===== src/rtl/seg7_scan_decoder_if.sv =====
// Signal bundle between a multiplexed 7-segment display scan and its decoder.
//   master : drives the scan side (seg, an) and observes the decoded outputs
//   slave  : the decoder; samples seg/an and drives digits, pulses and counts
//   seg         [0:6] active-low segments, seg[0]=a .. seg[6]=g
//   an          [3:0] active-low anodes, an[0]=minutes ones .. an[3]=hours tens
//   digit0..3   last complete decoded frame, 0-9 or 4'hF for blank
//   frame_valid one-cycle pulse when digit0..3 update
//   dec_err     one-cycle pulse on an illegal segment or anode pattern
//   err_count   saturating error count, frame_count wrapping frame count
interface seg7_scan_decoder_if;
   logic [0:6] seg;
   logic [3:0] an;
   logic [3:0] digit0;
   logic [3:0] digit1;
   logic [3:0] digit2;
   logic [3:0] digit3;
   logic       frame_valid;
   logic       dec_err;
   logic [7:0] err_count;
   logic [7:0] frame_count;

   modport master (
      output seg, an,
      input  digit0, digit1, digit2, digit3, frame_valid, dec_err, err_count, frame_count
   );

   modport slave (
      input  seg, an,
      output digit0, digit1, digit2, digit3, frame_valid, dec_err, err_count, frame_count
   );
endinterface


===== src/rtl/seg7_scan_decoder.sv =====
// Recovers the four digits of a multiplexed 7-segment clock display by
// watching its segment and anode lines. Each anode dwell is allowed to settle
// for SETTLE_CYCLES stable cycles, then sampled exactly once; a frame is
// published when all four slots have been captured since the last publish.
//
// Ports: clk_100Mhz (only clock, rising edge), reset (async, active-high),
//        bus (seg7_scan_decoder_if.slave: seg/an in, digits/pulses/counts out).
// Optional build macro SEG7_DEC_STATS_EN: adds the saturating error counter
// and wrapping frame counter; without it err_count and frame_count read 0.
//
// state   | meaning
// WAIT_AN | no single anode active yet (all off or illegal multi-anode)
// SETTLE  | one anode active, counting stable cycles before sampling
// SAMPLE  | single cycle: decode seg_q into the selected slot
// HOLD    | dwell already sampled, wait for the anode to change
module seg7_scan_decoder #(
   parameter int SETTLE_CYCLES = 16
) (
   input  logic               clk_100Mhz,
   input  logic               reset,
   seg7_scan_decoder_if.slave bus
);
   typedef enum logic [1:0] {WAIT_AN, SETTLE, SAMPLE, HOLD} state_t;

   localparam logic [7:0] CNT_LAST = 8'(SETTLE_CYCLES - 1);

   state_t     state, state_nxt;
   logic [0:6] seg_q;
   logic [3:0] an_q, an_prev;
   logic [7:0] cnt, cnt_nxt;
   logic [3:0] mask, mask_upd;
   logic [3:0] slot  [4];
   logic [3:0] digit [4];
   logic       frame_valid_r, dec_err_r;

   logic       an_changed, an_one_cold, an_multi;
   logic [1:0] sel;
   logic       an_err, do_sample;
   logic [6:0] gfedcba;
   logic [3:0] dec_val;
   logic       dec_ok;

   assign an_changed = (an_q != an_prev);

   always_comb begin
      an_one_cold = 1'b1;
      sel         = 2'd0;
      case (an_q)
         4'b1110: sel = 2'd0;
         4'b1101: sel = 2'd1;
         4'b1011: sel = 2'd2;
         4'b0111: sel = 2'd3;
         default: an_one_cold = 1'b0;
      endcase
   end

   assign an_multi = !an_one_cold && (an_q != 4'b1111);

   // A changed anode always re-enters WAIT_AN evaluation, which also cancels a
   // pending sample. Multi-anode errors fire only on the change so a held
   // illegal pattern reports once.
   always_comb begin
      state_nxt = state;
      cnt_nxt   = cnt;
      an_err    = 1'b0;
      do_sample = 1'b0;
      if (state == WAIT_AN || an_changed) begin
         if (an_one_cold) begin
            state_nxt = SETTLE;
            cnt_nxt   = '0;
         end else begin
            state_nxt = WAIT_AN;
            an_err    = an_multi && an_changed;
         end
      end else begin
         case (state)
            SETTLE: begin
               if (cnt == CNT_LAST) state_nxt = SAMPLE;
               else                 cnt_nxt   = cnt + 8'd1;
            end
            SAMPLE: begin
               do_sample = 1'b1;
               state_nxt = HOLD;
            end
            default: state_nxt = HOLD;
         endcase
      end
   end

   // seg_q is [0:6] with a first; reorder to the g..a reading of the table.
   assign gfedcba = {seg_q[6], seg_q[5], seg_q[4], seg_q[3], seg_q[2], seg_q[1], seg_q[0]};

   always_comb begin
      dec_ok  = 1'b1;
      dec_val = 4'hF;
      case (gfedcba)
         7'b1000000: dec_val = 4'd0;
         7'b1111001: dec_val = 4'd1;
         7'b0100100: dec_val = 4'd2;
         7'b0110000: dec_val = 4'd3;
         7'b0011001: dec_val = 4'd4;
         7'b0010010: dec_val = 4'd5;
         7'b0000010: dec_val = 4'd6;
         7'b1111000: dec_val = 4'd7;
         7'b0000000: dec_val = 4'd8;
         7'b0010000: dec_val = 4'd9;
         7'b1111111: dec_val = 4'hF;
         default:    dec_ok  = 1'b0;
      endcase
   end

   assign mask_upd = mask | (4'b0001 << sel);

   always_ff @(posedge clk_100Mhz or posedge reset) begin
      if (reset) begin
         state         <= WAIT_AN;
         seg_q         <= '0;
         an_q          <= 4'b1111;
         an_prev       <= 4'b1111;
         cnt           <= '0;
         mask          <= '0;
         frame_valid_r <= 1'b0;
         dec_err_r     <= 1'b0;
         for (int i = 0; i < 4; i++) begin
            slot[i]  <= '0;
            digit[i] <= '0;
         end
      end else begin
         seg_q         <= bus.seg;
         an_q          <= bus.an;
         an_prev       <= an_q;
         state         <= state_nxt;
         cnt           <= cnt_nxt;
         frame_valid_r <= 1'b0;
         dec_err_r     <= an_err || (do_sample && !dec_ok);
         if (do_sample) begin
            if (!dec_ok) begin
               mask <= '0;
            end else begin
               slot[sel] <= dec_val;
               if (mask_upd == 4'b1111) begin
                  // Publish with the just-decoded value merged in.
                  for (int i = 0; i < 4; i++)
                     digit[i] <= (2'(i) == sel) ? dec_val : slot[i];
                  frame_valid_r <= 1'b1;
                  mask          <= '0;
               end else begin
                  mask <= mask_upd;
               end
            end
         end
      end
   end

   assign bus.digit0      = digit[0];
   assign bus.digit1      = digit[1];
   assign bus.digit2      = digit[2];
   assign bus.digit3      = digit[3];
   assign bus.frame_valid = frame_valid_r;
   assign bus.dec_err     = dec_err_r;

`ifdef SEG7_DEC_STATS_EN
   logic [7:0] err_cnt, frm_cnt;

   always_ff @(posedge clk_100Mhz or posedge reset) begin
      if (reset) begin
         err_cnt <= '0;
         frm_cnt <= '0;
      end else begin
         if (dec_err_r && err_cnt != 8'hFF) err_cnt <= err_cnt + 8'd1;
         if (frame_valid_r)                 frm_cnt <= frm_cnt + 8'd1;
      end
   end

   assign bus.err_count   = err_cnt;
   assign bus.frame_count = frm_cnt;
`else
   assign bus.err_count   = '0;
   assign bus.frame_count = '0;
`endif
endmodule

===== src/flat_wrapper.sv =====
// flat-port wrapper written by rule: the top's interface ports become plain ports
module seg7_scan_decoder_flat 
#(
   parameter int SETTLE_CYCLES = 16
)
  (clk_100Mhz, reset, bus_seg, bus_an, bus_digit0, bus_digit1, bus_digit2, bus_digit3, bus_frame_valid, bus_dec_err, bus_err_count, bus_frame_count);
  seg7_scan_decoder_if bus_i ();
  input  logic clk_100Mhz;
  input  logic reset;
  input wire logic [$bits(bus_i.seg)-1:0] bus_seg;
  input wire logic [$bits(bus_i.an)-1:0] bus_an;
  output wire logic [$bits(bus_i.digit0)-1:0] bus_digit0;
  output wire logic [$bits(bus_i.digit1)-1:0] bus_digit1;
  output wire logic [$bits(bus_i.digit2)-1:0] bus_digit2;
  output wire logic [$bits(bus_i.digit3)-1:0] bus_digit3;
  output wire logic [$bits(bus_i.frame_valid)-1:0] bus_frame_valid;
  output wire logic [$bits(bus_i.dec_err)-1:0] bus_dec_err;
  output wire logic [$bits(bus_i.err_count)-1:0] bus_err_count;
  output wire logic [$bits(bus_i.frame_count)-1:0] bus_frame_count;
  assign bus_i.seg = bus_seg;
  assign bus_i.an = bus_an;
  assign bus_digit0 = bus_i.digit0;
  assign bus_digit1 = bus_i.digit1;
  assign bus_digit2 = bus_i.digit2;
  assign bus_digit3 = bus_i.digit3;
  assign bus_frame_valid = bus_i.frame_valid;
  assign bus_dec_err = bus_i.dec_err;
  assign bus_err_count = bus_i.err_count;
  assign bus_frame_count = bus_i.frame_count;
  seg7_scan_decoder #(.SETTLE_CYCLES(SETTLE_CYCLES)) u_core (.clk_100Mhz(clk_100Mhz), .reset(reset), .bus(bus_i));
endmodule

===== config.mk =====
export PLATFORM = sky130hd
export DESIGN_NAME = seg7_scan_decoder_flat
export DESIGN_NICKNAME = d
export VERILOG_FILES = /design/src/rtl/seg7_scan_decoder_if.sv /design/src/rtl/seg7_scan_decoder.sv /design/src/flat_wrapper.sv
export SDC_FILE = /design/constraint.sdc
export NUM_CORES = 1
export LEC_CHECK = 0
export CAP_MARGIN = 20
export CORE_MARGIN = 5
export CORE_UTILIZATION = 35
export DETAILED_ROUTE_END_ITERATION = 8
export PLACE_DENSITY = 0.59
export SETUP_SLACK_MARGIN = 0.3
export SYNTH_ARGS = -nofsm -noshare
export SYNTH_HDL_FRONTEND = slang
export SYNTH_SLANG_ARGS = --single-unit
export TNS_END_PERCENT = 5

===== constraint.sdc =====
create_clock -name clk_100Mhz -period 3.7 [get_ports clk_100Mhz]
set_input_delay 0.37 -clock clk_100Mhz [delete_from_list [all_inputs] [get_ports clk_100Mhz]]
set_output_delay 0.37 -clock clk_100Mhz [all_outputs]
set_load 0.02 [all_outputs]

# After elaboration in Yosys (flattened, before gate mapping)
# Cells that the tools add are included.
# op_classes
add_sub_neg	1
n_lt_le_gt_ge	2
n_eq_ne	26
shift	1
mux	28
bitwise_logic	2
reduce_logical	17
# ops
op	n
4-bit case mux with 10 select lines	1
8-bit two-way mux	4
7-bit equality test (second input constant)	4
4-bit two-way mux	7
7-bit by 5-bit equality test with 1-bit output (second input constant)	3
16-bit bitwise mux	1
4-bit equality test (second input constant)	4
7-bit by 6-bit equality test with 1-bit output (second input constant)	2
11-bit OR reduction	1
1-bit two-way mux	10
8-bit by 1-bit adder with 8-bit output (second input constant)	1
4-bit demux with 2-bit select	1
8-bit by 4-bit equality test with 1-bit output (second input constant)	1
7-bit by 2-bit equality test with 1-bit output (second input constant)	1
7-bit zero test	1
2-bit two-way mux	3
2-bit case mux with 3 select lines	1
3-bit AND reduction	2
2-bit equality test (first input constant)	2
4-bit by 3-bit equality test with 1-bit output (second input constant)	1
1-bit logical AND	4
2-bit zero test	2
2-bit by 1-bit != test with 1-bit output (second input constant)	2
4-bit != test	1
other kinds (15)	17
# word_totals
regBits	63
input_bits	13
out_inout_bits	34

# Longest topological paths before layout
# logic_depth
word_depth	9
ltp_mapped	9
depth_no_buf	7

# Worst setup path before layout
# No wires, ideal clock.
# synth_path
kind	register to register
startpoint	register u_core.an_q[0]
endpoint	register u_core.slot[10] (netlist bit)
setup_ns	0.125
arrival_time_ns	1.973
required_ns	3.575
setup_slack_ns	1.603
path_stages_with_launch	8
path_cell_list	dfstp_2 -> buf_2 -> xnor2_1 -> nand4_4 -> nor3b_4 -> nand2_1 -> nor2_4 -> mux2_2
# synth_via
elab_chain_len	8
elab_cells_between_ends	15
# synth_rtl
item	line_no	source
from (decl)	seg7_scan_decoder.sv:29	logic [3:0] an_q, an_prev;
from (signal assigned)	seg7_scan_decoder.sv:130	an_q <= bus.an;
4-bit by 3-bit equality test with 1-bit output / 4-bit equality test (equally long branches)	seg7_scan_decoder.sv:48	case (an_q)
2-bit case mux with 3 select lines	seg7_scan_decoder.sv:48	
2-bit inverter with 3-bit output (implied by the code)	seg7_scan_decoder.sv:140	slot[sel] <= dec_val;
3-bit greater-or-equal comparator (implied by the code) / 3-bit by 1-bit less-than comparator with 1-bit output (equally long branches)	seg7_scan_decoder.sv:140	
1-bit logical AND (implied by the code)	seg7_scan_decoder.sv:140	
4-bit two-way mux (implied by the code)	seg7_scan_decoder.sv:140	
4-bit demux with 2-bit select	seg7_scan_decoder.sv:140	
16-bit bitwise mux	seg7_scan_decoder.sv:140	
to (signal, indexed assignment)	seg7_scan_decoder.sv:140	
to (decl)	seg7_scan_decoder.sv:32	logic [3:0] slot [4];
# Parallel ways exist; a longest one is shown, timed or not.
# A chain may end at the register's enable or synchronous reset.

# Worst setup path after layout
# layout_path
startpoint	register u_core.seg_q[4] (netlist bit)
endpoint	register u_core.slot[8] (netlist bit)
# layout_via
elab_chain_len	4
elab_cells_between_ends	16
# layout_rtl
item	line_no	source
from (decl)	seg7_scan_decoder.sv:28	logic [0:6] seg_q;
from (signal assigned)	seg7_scan_decoder.sv:129	seg_q <= bus.seg;
7-bit equality test, or another cell as far along	seg7_scan_decoder.sv:96	case (gfedcba)
11-bit OR reduction (no source line)	-	
1-bit two-way mux	seg7_scan_decoder.sv:96	
2-bit AND reduction (no source line)	-	
# Parallel ways exist; a longest one is shown, timed or not.

==> flow_summary.json <==
{
  "p_switching_mw": 0.333,
  "first_pass_iters": 4,
  "nNetsFinal": 318,
  "relSlewSlack_pct": 49.1,
  "dp_hpwl_um": 3890,
  "die_w_um": 105,
  "cts.sink_count": 63,
  "num_vias": 2040,
  "worst_slew_pin_slew_ns": 0.760,
  "power.internal_mw": 1.04,
  "clk_pin_slew_ns": 0.07,
  "cp.arrival_ns": 2.80,
  "grt_pass1_wl_um": 9940,
  "worst_setup_path_end_kind": "flip-flop",
  "die_h_um": 105,
  "ios": 47,
  "switching_share_pct": 24.2,
  "grt_pass1_vias": 2067,
  "drv_cap": 0,
  "nFillCells": 825,
  "path_class": "flip-flop to flip-flop",
  "postPlaceCellArea_um2": 3430,
  "p_per_area_nw_per_um2": 379,
  "antenna_found_initial": 0,
  "leakage_nw": 1.56,
  "coreArea_um2": 8720,
  "syn_area_um2": 3140,
  "finalSetupViolCount": 0,
  "ys_ff_latch": 63,
  "crit_path_cell_trace": "inv_1 > nor4_1 > a311o_1 > o21ai_1 > mux2_2",
  "synth-edff-count": 0,
  "cp_max_fo": 10,
  "cts_setup_buffers": 0,
  "grt_max_degree": 49,
  "drcViolationCount": 0,
  "cp_slowest_cell": "a311o_1",
  "htree_levels": 3,
  "track_usage_pct": 11.0,
  "cp.required_ns": 3.91,
  "period_share_pct": 69.8,
  "power.total_mw": 1.38,
  "hold_path.class": "input port to async pin",
  "p_seq_share_pct": 52.4,
  "fmax_mhz": 387,
  "cts.hold.buffers_added": 0,
  "status": "complete, no violations",
  "ant_nets": 0,
  "finalInstanceArea_um2": 3630,
  "antennaDiodeCount": 0,
  "synth_cell_type_count": 51,
  "yosysTopAreaCell": "dfrtp_1",
  "cts_resized": 0,
  "io_buffer_count": 30,
  "routed_wl_um": 5650,
  "crit_path_start_kind": "flip-flop",
  "clock_skew_ns": 0.00861,
  "root_buffer": "clkbuf_8",
  "dieArea_um2": 11000,
  "layout-drive-gt1-share_pct": 17.2,
  "fin_setup_tns_ns": 0,
  "crit_path_max_incr_delay_ns": 0.73,
  "syn_to_final_growth_pct": 15.4,
  "avgSynthCellArea_um2": 11.4,
  "wl_per_cell_um": 13.5,
  "yosysSeqAreaShare_pct": 50.5,
  "ys_warn_count": 0,
  "p_comb_share_pct": 7.9,
  "fin_util_pct": 41.6,
  "period_minus_slack_ns": 2.58,
  "synth-main-ff-cell": "dfrtp_1",
  "initial_utilization_pct": 36.1,
  "irDropWorstVdd_mv": 0.294,
  "first_iter_violations": 88,
  "slew_violations": 0,
  "rsz0062_at_grt": "false",
  "gp_congestion": 0.753,
  "num_rows": 34,
  "synth_top_area_share_pct": 43.8,
  "avgViaCountPerCell": 4.89,
  "insertion_delay_ns": 0.33,
  "synth_area_leaders": "dfrtp_1, dfstp_2, mux2i_1",
  "cts_buffers": 9,
  "cts_buffer_depth": 2,
  "netlist_instances": 276,
  "cts_tree": "yes",
  "clock_power_share_pct": 39.7,
  "hold_violations": 0,
  "overflow": 0,
  "async_reset_ff_share_pct": 100
}
cell families (layout without fill, tap and decap cells):
| family | after synthesis | after routing | share of synthesized area [%] |
|---|---|---|---|
| mux | 30 | 30 | 10.1 |
| compound gates | 51 | 51 | 12.3 |
| buf+inv | 35 | 53 | 7.48 |
| fa+ha+maj | 2 | 2 | 0.716 |
| other cells | 1 | 16 | 0.119 |
| flops | 63 | 63 | 50.5 |
| xor+xnor | 13 | 13 | 3.62 |
| simple gates | 81 | 81 | 15.2 |
metrics by stage:
step	setup WS [ns]	hold WS (ns)	cells
2_1_floorplan	1.60	0.352	291
3_3_place_gp	1.15	0.417	400
3_5_place_dp	1.11	0.420	400
4_1_cts	1.10	0.423	416
5_1_grt	0.879	0.243	417
6_report	1.12	0.237	417
registers in the layout, indices dropped and copies added, names as in the netlist:
signal                  count
u_core.cnt                  8
u_core.slot                16
u_core.bus.digit0           4
u_core.bus.frame_valid      1
u_core.seg_q                7
u_core.mask                 4
u_core.bus.digit1           4
u_core.bus.digit2           4
u_core.state                2
u_core.an_prev              4
u_core.an_q                 4
u_core.bus.digit3           4
u_core.bus.dec_err          1
layout make-up:
class | count | area, um^2 | share of cell area (%)
Sequential cell | 63 | 1590 | 43.7
Multi-Input combinational cell | 193 | 1380 | 38.0
Timing Repair Buffer | 32 | 328 | 9.03
Clock buffer | 15 | 176 | 4.86
Tap cell | 108 | 135 | 3.72
Inverter | 5 | 18.8 | 0.517
Clock inverter | 1 | 5.00 | 0.138
cell usage in the layout, fill, tap and decap left out, types with 9 or more instances in the layout:
cell type | Yosys | layout
a21oi_1 | 10 | 10
conb_1 | 1 | 16
clkbuf_8 | 0 | 12
clkdlybuf4s50_1 | 0 | 30
o21ai_0 | 9 | 9
o21ai_1 | 15 | 15
mux2_2 | 12 | 12
dfrtp_1 | 55 | 55
mux2i_1 | 17 | 17
nand2_1 | 28 | 28
nor2_1 | 16 | 16
worst paths after layout:
path,start,slack [ns],endpoint,cells after the start
worst min register to register,u_core.an_q[3],0.42,u_core.an_prev[3],0
worst min-delay path,reset,0.24,u_core.seg_q[0],2
max in group asynchronous,reset,2.72,u_core.bus.digit1[0],4
worst max register to register,u_core.seg_q[4],1.12,u_core.slot[8],5
worst max-delay path,u_core.seg_q[4],1.12,u_core.slot[8],5
min in group clk_100Mhz,u_core.an_q[3],0.42,u_core.an_prev[3],0
power groups by stage:
stage                     registers (mW)  clock network, mW  logic, mW
after floorplan                    0.726                  0     0.0983
after global placement             0.734                  0      0.106
after detailed placement           0.734                  0      0.107
after CTS                          0.721              0.571      0.107
after global routing               0.725              0.594      0.119
final                              0.722              0.546      0.108
synth_stat cells (2+ instances only):
cell      number
a211oi_2       2
a21oi_1       10
and3_1         3
and4b_1        3
buf_2          7
buf_4         19
buf_6          3
dfrtp_1       55
dfstp_2        8
inv_1          5
mux2_2        12
mux2i_1       17
nand2_1       28
nand2b_1       2
nand3_1        2
nand4_1        5
nand4b_1       2
nor2_1        16
nor2_4         2
nor3_1         3
nor4_1         2
o211ai_4       5
o21a_1         2
o21ai_0        9
o21ai_1       15
or2_2          2
or3_1          2
xnor2_1        6
xor2_1         7
metal layers:
layer	up-vias	routed length (um)	track usage (%)	part of all wire [%]
li1	999	-	-	-
met1	980	2720	14.1	48
met2	54	2520	17.4	45
met3	7	352	4.56	6.2
met4	0	56	2.74	0.99
met5	-	0	0	0
worst max-delay path: cells and delay by family (launching register included):
kind                   cells  cell delay, ns
flip-flops                 1            0.44
buffers and inverters      1            0.10
AND/OR/NAND/NOR            1            0.46
AO/OA/AOI/OAI              2            1.11
multiplexers               1            0.36
No activity file was read; power rests on OpenSTA's default activity.
